`config.mk`:
```
export PLATFORM = sky130hd
export DESIGN_NAME = mem_port_arbiter
export DESIGN_NICKNAME = d
export VERILOG_FILES = /design/src/rtl/mem_port_arbiter.sv
export SDC_FILE = /design/constraint.sdc
export NUM_CORES = 1
export LEC_CHECK = 0
export ABC_AREA = 1
export BUFFER_PORTS_ARGS = -buffer_cell sky130_fd_sc_hd__buf_2
export CAP_MARGIN = 20
export CORE_AREA = 3 3 122 124
export CTS_CLUSTER_DIAMETER = 50
export DETAILED_ROUTE_END_ITERATION = 8
export DIE_AREA = 0 0 125 127
export PLACE_DENSITY = 0.5
export SLEW_MARGIN = 30
export SYNTH_ARGS = -nofsm -noshare
export SYNTH_HDL_FRONTEND = slang
export SYNTH_SLANG_ARGS = --single-unit
```
`constraint.sdc`:
```
create_clock -name clk -period 2.9 [get_ports clk]
set_clock_uncertainty 0.2 [all_clocks]
set_input_delay 0.145 -clock clk [delete_from_list [all_inputs] [get_ports clk]]
set_output_delay 0.145 -clock clk [all_outputs]
set_load 0.01 [all_outputs]
```
`src/rtl/mem_port_arbiter.sv`:
```
// Two-master arbiter for the single synchronous memory port: one access in flight,
// optional lock for atomic read-then-write. Define MEM_PORT_ARBITER_RR_EN for round-robin.
module mem_port_arbiter #(
    parameter int MEM_LATENCY  = 1,
    parameter int LOCK_TIMEOUT = 16
) (
    input  logic        clk,
    input  logic        reset,
    input  logic        m0_req,
    input  logic [31:0] m0_addr,
    input  logic [31:0] m0_wdata,
    input  logic [3:0]  m0_be,
    input  logic        m0_we,
    input  logic        m0_lock,
    output logic        m0_gnt,
    output logic        m0_rvalid,
    output logic [31:0] m0_rdata,
    input  logic        m1_req,
    input  logic [31:0] m1_addr,
    input  logic [31:0] m1_wdata,
    input  logic [3:0]  m1_be,
    input  logic        m1_we,
    input  logic        m1_lock,
    output logic        m1_gnt,
    output logic        m1_rvalid,
    output logic [31:0] m1_rdata,
    output logic        mem_en,
    output logic        mem_we,
    output logic [31:0] mem_addr,
    output logic [31:0] mem_wdata,
    output logic [3:0]  mem_be,
    input  logic [31:0] mem_rdata
);

`ifdef MEM_PORT_ARBITER_RR_EN
    localparam bit RR_EN = 1'b1;
`else
    localparam bit RR_EN = 1'b0;
`endif
    localparam logic [2:0] LAT_INIT = 3'(MEM_LATENCY - 1);
    localparam logic [7:0] TMO      = 8'(LOCK_TIMEOUT);

    typedef enum logic [1:0] {IDLE, WAIT, RESP} state_e;

    state_e      state_q, state_d;
    logic        owner_q, owner_d;
    logic        olock_q, olock_d;
    logic        last_q, last_d;
    logic        lock_valid_q, lock_valid_d;
    logic        lock_owner_q, lock_owner_d;
    logic [2:0]  lat_cnt_q, lat_cnt_d;
    logic [7:0]  idle_cnt_q, idle_cnt_d;

    logic        elig0, elig1, grant, win, owner_req;

    // A held lock narrows the eligible set to its owner; ties go to master 0
    // unless round-robin hands it to whoever was not granted last.
    always_comb begin
        elig0     = m0_req && (!lock_valid_q || !lock_owner_q);
        elig1     = m1_req && (!lock_valid_q ||  lock_owner_q);
        grant     = (state_q == IDLE) && (elig0 || elig1) && !reset;
        win       = elig1 && (!elig0 || (RR_EN && !last_q));
        owner_req = lock_owner_q ? m1_req : m0_req;
    end

    always_ff @(posedge clk) begin
        if (reset) begin
            state_q      <= IDLE;
            owner_q      <= 1'b0;
            olock_q      <= 1'b0;
            last_q       <= 1'b1;
            lock_valid_q <= 1'b0;
            lock_owner_q <= 1'b0;
            lat_cnt_q    <= '0;
            idle_cnt_q   <= '0;
        end else begin
            state_q      <= state_d;
            owner_q      <= owner_d;
            olock_q      <= olock_d;
            last_q       <= last_d;
            lock_valid_q <= lock_valid_d;
            lock_owner_q <= lock_owner_d;
            lat_cnt_q    <= lat_cnt_d;
            idle_cnt_q   <= idle_cnt_d;
        end
    end

    always_comb begin
        state_d      = state_q;
        owner_d      = owner_q;
        olock_d      = olock_q;
        last_d       = last_q;
        lock_valid_d = lock_valid_q;
        lock_owner_d = lock_owner_q;
        lat_cnt_d    = lat_cnt_q;
        idle_cnt_d   = idle_cnt_q;
        case (state_q)
            IDLE: begin
                if (grant) begin
                    owner_d    = win;
                    olock_d    = win ? m1_lock : m0_lock;
                    last_d     = win;
                    lat_cnt_d  = LAT_INIT;
                    idle_cnt_d = '0;
                    state_d    = (MEM_LATENCY == 1) ? RESP : WAIT;
                end else if (lock_valid_q && !owner_req) begin
                    // Lock drops on the same edge the counter would reach the timeout.
                    if (idle_cnt_q + 8'd1 == TMO) begin
                        lock_valid_d = 1'b0;
                        idle_cnt_d   = '0;
                    end else begin
                        idle_cnt_d = idle_cnt_q + 8'd1;
                    end
                end
            end
            WAIT: begin
                lat_cnt_d = lat_cnt_q - 3'd1;
                if (lat_cnt_q <= 3'd1) state_d = RESP;
            end
            RESP: begin
                lock_valid_d = olock_q;
                lock_owner_d = owner_q;
                idle_cnt_d   = '0;
                state_d      = IDLE;
            end
            default: state_d = IDLE;
        endcase
    end

    always_comb begin
        m0_gnt    = 1'b0;
        m1_gnt    = 1'b0;
        m0_rvalid = 1'b0;
        m1_rvalid = 1'b0;
        m0_rdata  = '0;
        m1_rdata  = '0;
        mem_en    = 1'b0;
        mem_we    = 1'b0;
        mem_addr  = '0;
        mem_wdata = '0;
        mem_be    = '0;
        if (grant) begin
            m0_gnt    = !win;
            m1_gnt    = win;
            mem_en    = 1'b1;
            mem_we    = win ? m1_we    : m0_we;
            mem_addr  = win ? m1_addr  : m0_addr;
            mem_wdata = win ? m1_wdata : m0_wdata;
            mem_be    = win ? m1_be    : m0_be;
        end
        if (state_q == RESP && !reset) begin
            if (owner_q) begin
                m1_rvalid = 1'b1;
                m1_rdata  = mem_rdata;
            end else begin
                m0_rvalid = 1'b1;
                m0_rdata  = mem_rdata;
            end
        end
    end

endmodule

```
After elaboration in Yosys (flattened, before gate mapping)
Cells that the tools add are included.
{ "op_classes": {"bitwise": 0, "addsub": 2, "multipliers": 0, "n_lt_le_gt_ge": 1, "n_mux": 34, "div_mod_pow": 0, "n_shift": 0, "reduce_logical": 24, "n_eq_ne": 9} }
{ "op_table": {"columns": ["operator", "n"], "rows": [
  ["$mux 32", 8],
  ["$mux 8", 3],
  ["$pmux 8 s2", 1],
  ["$mux 1", 14],
  ["$add 8x1->8 const B", 1],
  ["$eq 8x5->1 const B", 1],
  ["$mux 4", 2],
  ["$reduce_and 2->1", 4],
  ["$logic_and 1x1->1", 7],
  ["$logic_not 1->1", 6],
  ["$ne 2x2->1 const B", 3],
  ["$pmux 3 s2", 1],
  ["$mux 2", 2],
  ["$ne 2x1->1 const B", 2],
  ["$pmux 2 s2", 1],
  ["$reduce_and 4->1", 1],
  ["$reduce_bool 2->1", 2],
  ["$le 3x1->1 const B", 1],
  ["$logic_or 1x1->1", 3],
  ["$mux 3", 1],
  ["$ne 3x2->1 const B", 1],
  ["$sub 3x1->3 const B", 1],
  ["$eq 2x1->1 const B", 1],
  ["$eq 2x2->1 const B", 1],
  ["other kinds (2)", 2]
]} }
{ "word_totals": {"ff_bits": 17, "out_inout_bits": 138, "in_bits": 176, "n_memories": 0, "latch_bits": 0, "rom_bits": 0, "mem_bits_rw": 0, "elab_cells": 77} }

Logic depth before layout (Yosys ltp)
{ "depth": {"ltp_word": 8, "depth_mapped": 10, "mapped_depth_nobuf": 10} }

Worst setup path after synthesis
OpenSTA, ideal clock, no wires.
{ "synth_timing": {"path_kind": "flip-flop to output port", "from": "register state_q[1]", "to": "output port m1_rdata[22]", "slack_ps": 1316, "required_time_ps": 2555, "n_path_buf": 1, "t_arrival_ps": 1239, "stages_incl_launch_ff": 8, "path_cell_list": "dfxtp_1 -> inv_1 -> nor2_1 -> inv_1 -> nor2_1 -> inv_1 -> buf_2 -> nor2_1"} }
{ "synth_via": {"elab_chain_cells": 3} }
{ "synth_lines": {"columns": ["item", "line_no", "source"], "rows": [
  ["start: declaration", "45", "state_e state_q, state_d;"],
  ["start signal: assignment", "77", "state_q <= state_d;"],
  ["$eq 2x2->1", "151", "if (state_q == RESP && !reset) begin"],
  ["$logic_and 1x1->1", "151", null],
  ["$mux 32", "151", null],
  ["end: declaration", "26", "output logic [31:0] m1_rdata,"]
]} }
No other way between the ends.

Final worst setup path
{ "layout_timing": {"from": "input port reset", "to": "output port m1_rdata[6]"} }
{ "layout_via": {"elab_chain_cells": 3} }
{ "layout_lines": {"columns": ["item", "line_no", "source"], "rows": [
  ["start: declaration", "8", "input logic reset,"],
  ["$logic_not 1->1", "151", null],
  ["$logic_and 1x1->1", "151", null],
  ["$mux 32", "151", null]
]} }
No other way between the ends.

==> flow_summary.json <==
{
  "status": "finished clean",
  "synth_seq_cells": 13,
  "p_clk_share_pct": 29.9,
  "place_ws_ns": 0.882,
  "cts_buffers": 3,
  "maxCapViolCount": 0,
  "post-route-drc-count": 0,
  "grtUsageTotal_pct": 12.5,
  "hold_path.class": "input port to flop",
  "synth_area_leader_cell": "a22o_1",
  "fill_cells": 1585,
  "ant_nets": 0,
  "die_w_um": 125,
  "ys_async_sr_fraction_pct": 0,
  "r2r_start": "lock_valid_q$_SDFFE_PP0P_",
  "routedWlPerCell_um": 14.2,
  "path_cells": "dlygate4sd3_1, buf_2, nor2_1, inv_1, nor2_1, inv_1, buf_4, nor2_1, buf_2",
  "slew_headroom_pct": 47.8,
  "via_count": 3237,
  "hold_violations": 0,
  "clockBufferDepth": 2,
  "via_per_inst": 4.08,
  "core.rowCount": 43,
  "final_common_cell": "buf_2",
  "layout_common_cells": "buf_2 (313), nor2_1 (78), a22o_1 (69)",
  "drtIter0Drc": 169,
  "cts_setup_buffers": 0,
  "grt_max_degree": 72,
  "cp_common_cell": "nor2_1",
  "cts_root_buffer": "clkbuf_16",
  "worstPathBufferInverterCount": 6,
  "ys.flop_type": "dfxtp_1",
  "layout_setup_ws_ns": 0.425,
  "clk_latency_ns": 0.25,
  "use_met3_pct": 2.22,
  "gp_congestion": 0.786,
  "n_antenna_cell": 0,
  "top_usage_layer": "met2",
  "p_sw_share_pct": 34.8,
  "r2r_cells": 7,
  "crit_family": "buffers and inverters",
  "synth_edf_count": 0,
  "comb_power_share_pct": 49.0,
  "synth.avg_cell_area_sq_um": 6.20,
  "tritoncts": "done",
  "io_pins": 314,
  "rsz0062_at_grt": "no",
  "period_minus_slack_ns": 2.48,
  "wl_um": 11300,
  "coreArea_sq_um": 13900,
  "crit_path_end_kind": "output port",
  "clk_transition_reported_paths_ns": 0.04,
  "fin_tns_setup_ns": 0,
  "crit_fanout": 24,
  "setup_viol": 0,
  "cts.sinks": 13,
  "vdd_drop_max_uv": 157,
  "power.internal_mw": 0.580,
  "synth_cell_types": 25,
  "power_density_nw_per_um2": 239,
  "holdPathEnd": "state_q[1]$_SDFFE_PP0P_",
  "grt_util_met2_pct": 23.6,
  "leakage_nw": 2.41,
  "netlist_instances": 309,
  "p_seq_share_pct": 21.1,
  "synth.area.top_cells": "a22o_1 (32%), nor2_1 (15%), dfxtp_1 (14%)",
  "startpoint_type": "input port",
  "h-tree-depth": 1,
  "seq_area_frac_synth_pct": 13.6,
  "grt_pass1_vias": 2879,
  "syn_nets": 487,
  "power.switching_mw": 0.310,
  "hold_depth": 5,
  "yosysWarnings": 0,
  "nets": 792,
  "grt_pass1_wl_um": 16000,
  "use_met1_pct": 15.0,
  "initial_core_util_pct": 13.8,
  "finalCritPeriodShare_pct": 85.3,
  "worst_pin_slew_ns": 0.782,
  "layout-drive-gt1-share_pct": 54.3,
  "crit_type": "input port to output port",
  "fp.dieH_um": 127,
  "reg2reg_slack_ns": 0.78,
  "area_delta_synth_final_pct": 94.3,
  "antenna_found_initial": 1,
  "required_ns": 2.56,
  "slew_violations": 0,
  "p_total_mw": 0.890,
  "netlist.area_leader.share_pct": 31.5,
  "dr.pass1.iters": 4,
  "worstReg2RegEnd": "olock_q$_SDFFE_PP0P_",
  "max_freq_mhz": 404,
  "dp.final_hpwl_um": 9820,
  "dieArea_sq_um": 15900,
  "cp.arrival_ns": 2.13,
  "hold_start": "m0_req",
  "io_buffers": 313,
  "slowest_stage": "inv_1",
  "overflow": 0,
  "slowest_delay_ns": 0.57,
  "synth.cell_area_sq_um": 1920
}
==> power by group through the flow <==
| stage | combinational (mW) | clock [mW] | sequential, mW |
|---|---|---|---|
| finish | 0.436 | 0.266 | 0.188 |
| global route | 0.476 | 0.283 | 0.188 |
| CTS | 0.442 | 0.276 | 0.188 |
| detailed placement | 0.438 | 0 | 0.191 |
| global placement | 0.438 | 0 | 0.191 |
| floorplan | 0.205 | 0 | 0.190 |
==> worst max-delay path by stage <==
| stage | from | endpoint | cells after the start |
|---|---|---|---|
| after floorplan | state_q[1]$_SDFFE_PP0P_ | m1_rdata[22] | 7 |
| after global placement | lock_owner_q$_SDFFE_PP0P_ | mem_wdata[31] | 7 |
| after detailed placement | state_q[1]$_SDFFE_PP0P_ | m1_rdata[6] | 8 |
| after CTS | reset | m1_rdata[11] | 9 |
| after global routing | reset | m1_rdata[10] | 9 |
| final | reset | m1_rdata[6] | 9 |
==> worst reg2reg max path: cells and delay by family, from the launching register on <==
| family | cells | cell delay, ns |
|---|---|---|
| AO/OA/AOI/OAI | 2 | 0.40 |
| flip-flops | 1 | 0.35 |
| AND/OR/NAND/NOR | 2 | 0.21 |
| buffers and inverters | 3 | 0.91 |
==> what timing repair did <==
| action | CTS | global route |
|---|---|---|
| hold buffers | 3 | 0 |
| hold endpoints to repair | 3 | 0 |
| resized for setup | 0 | 0 |
==> metrics by stage <==
stage	hold slack [ns]	std cells	utilization, %	instance area, sq um
6_report	0.171	793	26.8	3720
5_1_grt	0.205	793	26.8	3720
4_1_cts	0.176	793	26.8	3720
3_5_place_dp	0.233	786	26.0	3610
3_3_place_gp	0.233	786	26.0	3610
2_1_floorplan	0.0141	309	-	1920
==> logic make-up (layout without fill, tap and decap cells) <==
group	Yosys count	in the layout	share of synthesized area [%]
flops	13	13	13.6
simple gates	129	129	28.2
compound gates	87	87	37.5
buf+inv	77	381	19.0
fa+ha+maj	2	2	1.31
xor+xnor	1	1	0.457
==> sequential cells by signal (all words and copies together) (netlist names) <==
register and cells:
owner_q 1, lock_owner_q 1, idle_cnt_q 8, state_q 1, lock_valid_q 1, olock_q 1
==> layer usage <==
layer,vias to the layer above,wire (um)
met4,2,78
li1,1630,-
met5,-,12
met3,7,1000
met1,1387,4310
met2,211,5880
==> synthesized netlist by cell type, types with 2 or more instances <==
master and instances:
a21oi_1 8, a22o_1 69, buf_2 12, buf_6 8
dfxtp_1 13, ha_1 2, inv_1 53, inv_2 4
nand2_1 35, nand2_2 3, nand3_1 7, nand4_1 2
nor2_1 78, o21ai_0 3, o21ai_1 2
==> final cells by class <==
type | instances | area, sq um | area share [%]
timing repair buffer | 320 | 1650 | 44.4
multi-input combinational | 219 | 1290 | 34.7
sequential | 13 | 260 | 6.99
tap | 180 | 225 | 6.05
inverter | 57 | 214 | 5.75
clock buffer | 4 | 78.8 | 2.12
(Power assumes the default switching activity.)
